## config.mk

```make
export PLATFORM = sky130hd
export DESIGN_NAME = single_clk_fifo
export DESIGN_NICKNAME = d
export VERILOG_FILES = /design/src/rtl/single_clk_fifo.sv
export SDC_FILE = /design/constraint.sdc
export NUM_CORES = 1
export LEC_CHECK = 0
export ABC_CLOCK_PERIOD_IN_PS = 5700
export CELL_PAD_IN_SITES_DETAIL_PLACEMENT = 2
export CELL_PAD_IN_SITES_GLOBAL_PLACEMENT = 2
export CORE_MARGIN = 2
export CORE_UTILIZATION = 38
export CTS_CLUSTER_DIAMETER = 200
export CTS_CLUSTER_SIZE = 24
export DETAILED_ROUTE_END_ITERATION = 7
export PLACE_DENSITY = 0.84
export SKIP_LAST_GASP = 1
export SYNTH_ARGS = -nofsm -noshare
export SYNTH_HDL_FRONTEND = slang
export SYNTH_SLANG_ARGS = --single-unit
```

## constraint.sdc

```tcl
create_clock -name clk -period 5.7 [get_ports clk]
set_input_delay 0.855 -clock clk [delete_from_list [all_inputs] [get_ports clk]]
set_output_delay 0.855 -clock clk [all_outputs]
set_load 0.02 [all_outputs]
```

## src/rtl/single_clk_fifo.sv

```systemverilog
// Single-clock FIFO with registered read data. Occupancy, flags, pointers and
// the full storage array are exposed so internal state can be observed directly.
module single_clk_fifo #(
  parameter int DATA_WIDTH = 8,
  parameter int DEPTH      = 16,
  parameter int ADDR_WIDTH = 4
) (
  input  logic                        clk,
  input  logic                        rst,
  input  logic                        wr,
  input  logic                        rd,
  input  logic [DATA_WIDTH-1:0]       din,
  output logic [DATA_WIDTH-1:0]       dout,
  output logic                        empty,
  output logic                        full,
  output logic [ADDR_WIDTH:0]         fifo_cnt,
  output logic [DEPTH*DATA_WIDTH-1:0] fifo_mem,
  output logic [ADDR_WIDTH-1:0]       rd_ptr,
  output logic [ADDR_WIDTH-1:0]       wr_ptr
);

  logic [DATA_WIDTH-1:0] mem_q [DEPTH];
  logic [ADDR_WIDTH-1:0] rd_ptr_q, rd_ptr_d;
  logic [ADDR_WIDTH-1:0] wr_ptr_q, wr_ptr_d;
  logic [ADDR_WIDTH:0]   cnt_q, cnt_d;
  logic [DATA_WIDTH-1:0] dout_q, dout_d;
  logic                  wr_en, rd_en;

  // Handshake: wr/rd are requests sampled at the rising edge; a write is
  // accepted only while !full and a read only while !empty, judged on the
  // flags before the edge. Rejected requests have no effect at all.
  assign empty = (cnt_q == '0);
  assign full  = (cnt_q == (ADDR_WIDTH+1)'(DEPTH));
  assign wr_en = wr & ~full;
  assign rd_en = rd & ~empty;

  always_comb begin
    rd_ptr_d = rd_ptr_q;
    wr_ptr_d = wr_ptr_q;
    cnt_d    = cnt_q;
    dout_d   = dout_q;
    if (wr_en) wr_ptr_d = wr_ptr_q + 1'b1;
    if (rd_en) begin
      rd_ptr_d = rd_ptr_q + 1'b1;
      dout_d   = mem_q[rd_ptr_q];
    end
    case ({wr_en, rd_en})
      2'b10:   cnt_d = cnt_q + 1'b1;
      2'b01:   cnt_d = cnt_q - 1'b1;
      default: cnt_d = cnt_q;
    endcase
  end

  // Storage is cleared on reset too, so fifo_mem reads all-zero afterwards.
  always_ff @(posedge clk or negedge rst) begin
    if (!rst) begin
      rd_ptr_q <= '0;
      wr_ptr_q <= '0;
      cnt_q    <= '0;
      dout_q   <= '0;
      for (int i = 0; i < DEPTH; i++) mem_q[i] <= '0;
    end else begin
      rd_ptr_q <= rd_ptr_d;
      wr_ptr_q <= wr_ptr_d;
      cnt_q    <= cnt_d;
      dout_q   <= dout_d;
      if (wr_en) mem_q[wr_ptr_q] <= din;
    end
  end

  for (genvar g = 0; g < DEPTH; g++) begin : g_flat
    assign fifo_mem[g*DATA_WIDTH +: DATA_WIDTH] = mem_q[g];
  end

  assign dout     = dout_q;
  assign fifo_cnt = cnt_q;
  assign rd_ptr   = rd_ptr_q;
  assign wr_ptr   = wr_ptr_q;

endmodule

```

==> results.md <==
- In this run the worst hold path is classified as register to register.
- The mapped netlist covers 6970 um^2.
- The run finished with clean final reports.
- The path depth of the worst reg2reg path is 9.
- The clock period minus worst slack is 3.58 ns.
- The sum of routed wire length over all layers is 22100 um.
- The clock tree skew after final layout is 0.00709 ns.
- TritonCTS built the clock tree.
- Static timing analysis puts the maximum clock frequency at 280 MHz.
- The initial core utilization is 0.388.
- At the later pin of the worst-skew pair, clock insertion delay measures 0.42 ns.
- The predominant post-synthesis flop cell is dfrtp_1.
- Measured along the x axis, the die boundary spans 139 um.
- The root buffer cell chosen for the clock tree is clkbuf_16.
- The clock-pin slew reported for the worst setup and hold paths after clock tree synthesis is 0.06 ns.
- The sort of element at the start of the critical path is a primary input.
- The number of different library cells in the post-synthesis netlist is 39.
- The antenna diode instance count is 0.
- The global placer's final weighted congestion is 0.776.
- The floorplan step defined a die boundary enclosing 19400 um^2.
- Setup repair after global routing left no endpoint under its margin.
- The kind of end point of the critical path is a register.
- Synthesis handed over a netlist of 445 instances.
- The met3 track utilization from global routing is 0.0482.
- The total internal power is 4.14 mW.
- The count of synthesis-stage warnings from yosys is 0.
- The overall overflow remaining after global route is 0.
- The fraction of the cycle the final worst path needs is 0.627.
- The number of global-route vias before repair is 5399.
- The routed layout has 4568 vias.
- The number of enable flip-flop cells after synthesis is 0.
- The clock passes through at most 2 buffers.
- The sum of negative setup slack is 0 ns.
- For this run, the share of the core covered by cells in the final layout is 0.520.
- The fraction of layout instances using a drive strength above 1 is 0.363.
- Of the post-synthesis cell area, the dominant cell type holds 0.535.
- The average size of a mapped cell is 15.7 um^2.
- The number of placed I/O pins is 163.
- At the worst endpoint, the required time is 5.99 ns.
- After the last flow step, the layout net total stands at 625.
- The number of rows created at floorplan is 49.
- The met1 track utilization from global routing is 0.303.
- The die boundary height is 139 um.
- For this run, global-route usage on met2 was measured as 0.419.
- The static power due to leakage is 3.94 nW.
- Across the VDD grid, the largest voltage drop is 0.311 mV.
- The largest net degree at the start of global routing is 108.
- The tool flagged a number of max-cap violations equal to 0.
- The arrival time of the worst setup path is 3.87 ns.
- The detail route stage leaves a number of antenna-violating nets equal to 0.
- The number of slew-limit violations in the final report is 0.
- The total core area is 18000 um^2.
- The fraction of power spent switching nets is 0.391.
- The ratio of total power to cell area is 728 nW/um^2.
- After detailed placement, the design holds a cell count of 813.
- Of the total power, registers draw 0.319.
- The layer flagged by global routing as most heavily used is met2.
- The final instance area is 9340 um^2.
- The share of total power dissipated in the clock network is 0.161.
- The hold buffer count at CTS is 0.
- In the final routed layout, each cell accounts on average for 26.2 um.
- Among all cell types in the netlist, the one instantiated most often is dfrtp_1.
- Of the synthesized area, sequential elements account for 0.535.
- In this run the tightest slew margin relative to its limit is 0.337.
- The number of nets handed over by synthesis was 467.
- The detailed router finished its first iteration with 231 violations.
- The count of buffers added by post-CTS timing repair for setup is 0.
- Counting instances, the worst hold path has a depth of 1.
- Summed over all instances, the cell type with the most area after synthesis is dfrtp_1.
- The first-pass GRT wire length is 34700 um.
- In this run the power spent charging and discharging nets is 2.66 mW.
- The initial antenna violation count is 0.
- The hold violation total from the final report is 0.
- The global router's overall resource usage is 0.238.
- The non-filler instance count after layout is 844.
- Setup violations remaining at the end of the flow were counted as 0.
- The number of synthesized register bits is 149.
- The kind of critical path is primary input to register.
- The depth of the CTS H-tree is 4.
- The area growth from synthesis to layout is 34.0%.
- By area the synthesized netlist is led by dfrtp_1 (53%), mux2_2 (16%), mux4_2 (10%), mux2_4 (6.9%), ha_1 (1.6%).
- After synthesis, the most frequently instantiated cells are dfrtp_1 (149), mux2_2 (100), mux2_4 (32), mux4_2 (32), o22ai_1 (14).
- After legalization and detailed placement, the total HPWL measured 15200 um.
- The largest fanout on the critical path is 23.
- Clock tree synthesis inserted a total of 17 buffers.
- The routed via count divided by cell count is 5.41.
- The number of I/O port buffers is 162.
- The CTS sink count is 149.
- For the pin with the worst max-slew slack, the measured transition is 0.995 ns.
- The proportion of power drawn by combinational gates is 0.521.
- The first detailed-routing pass took 4 iterations.
- After detailed routing, the number of remaining DRC violations is 0.
- Summing all placed instances gives a cell area of 8770 um^2.
- Of all flip-flops after synthesis, the portion carrying an async set or reset was 1.00.
- The number of resized instances in the post-cts repair step is 0.
[path summary, 6_finish.rpt]
path | startpoint | to | slack (ns)
setup / recovery | rd | fifo_cnt[4] | 2.12
hold reg to reg | fifo_mem[36] | fifo_mem[36] | 0.53
hold / removal | fifo_mem[36] | fifo_mem[36] | 0.53
max in group asynchronous | rst | rd_ptr[1] | 3.91
min in group asynchronous | rst | fifo_mem[23] | 0.58
setup reg to reg | fifo_cnt[1] | fifo_cnt[4] | 2.20
[kinds of logic after synthesis]
logic type,synth area share
muxes,0.343
DFF,0.535
and+or+nand+nor,0.0402
buffers and inverters,0.0240
AOI/OAI and AO/OA,0.0264
xor gates and xnor gates,0.0126
adders and majority gates,0.0190
[power groups by stage]
stage | Combinational (mW) | Sequential, mW | Clock [mW]
finish | 3.54 | 2.17 | 1.09
global route | 3.74 | 2.25 | 1.16
CTS | 3.59 | 2.17 | 1.12
detailed placement | 3.55 | 2.17 | 0
global placement | 3.44 | 2.12 | 0
floorplan | 1.45 | 2.60 | 0
[state kept, by name, summed over array words and instances (netlist names)]
name,flops
fifo_mem,128
fifo_cnt,5
wr_ptr,4
rd_ptr,4
dout,8
[routing by layer]
layer | vias up | routed length (um) | part of all wire
met2 | 119 | 11500 | 0.52
met5 | - | 0 | 0
met4 | 0 | 216 | 0.0098
li1 | 1959 | - | -
met1 | 2471 | 9530 | 0.43
met3 | 19 | 913 | 0.041
[layout make-up]
class                      count  area [um^2]
clock buffer                  22          464
multi-input combinational    261         3080
inverter                       9         36.3
tap                          229          287
clock inverter                 9          104
sequential                   149         3730
fill                        1649         8620
timing repair buffer         165         1650
[through the flow]
| stage | hold slack (ns) | setup slack (ns) | power, mW |
|---|---|---|---|
| CTS | 0.531 | 2.13 | 6.88 |
| global route | 0.542 | 1.97 | 7.15 |
| finish | 0.530 | 2.12 | 6.81 |
| global placement | 0.508 | 1.92 | 5.55 |
| detailed placement | 0.519 | 1.74 | 5.72 |
| floorplan | 0.559 | 2.56 | 4.04 |
[worst max-delay path, cell delays in order]
cell and delay (ns):
clkdlybuf4s50_1 0.47, o21a_1 0.67, ha_1 0.37, inv_1 0.12
fa_1 0.42, nor2b_1 0.13, o21ai_0 0.13, nand3_1 0.11
or3b_2 0.46, xnor2_1 0.14
[layout by cell type (no fill, tap or decap), drive strengths merged]
master           n
nor3             2
o21ai            6
nor2             4
a31oi            1
o22ai           14
nand2           15
inv              9
o21a             1
clkbuf          22
nand4            1
dfrtp          149
nand2b           1
fa               1
a21o             1
nand3            6
a21oi            9
ha               9
xnor2            7
or4              1
mux2           136
clkinvlp         2
xor2             3
mux2i            2
or2              1
bufinv           2
nor2b            2
and3             4
buf              4
nand3b           1
clkinv           5
mux4            32
or3b             1
clkdlybuf4s50  161
(Power assumes the default switching activity.)
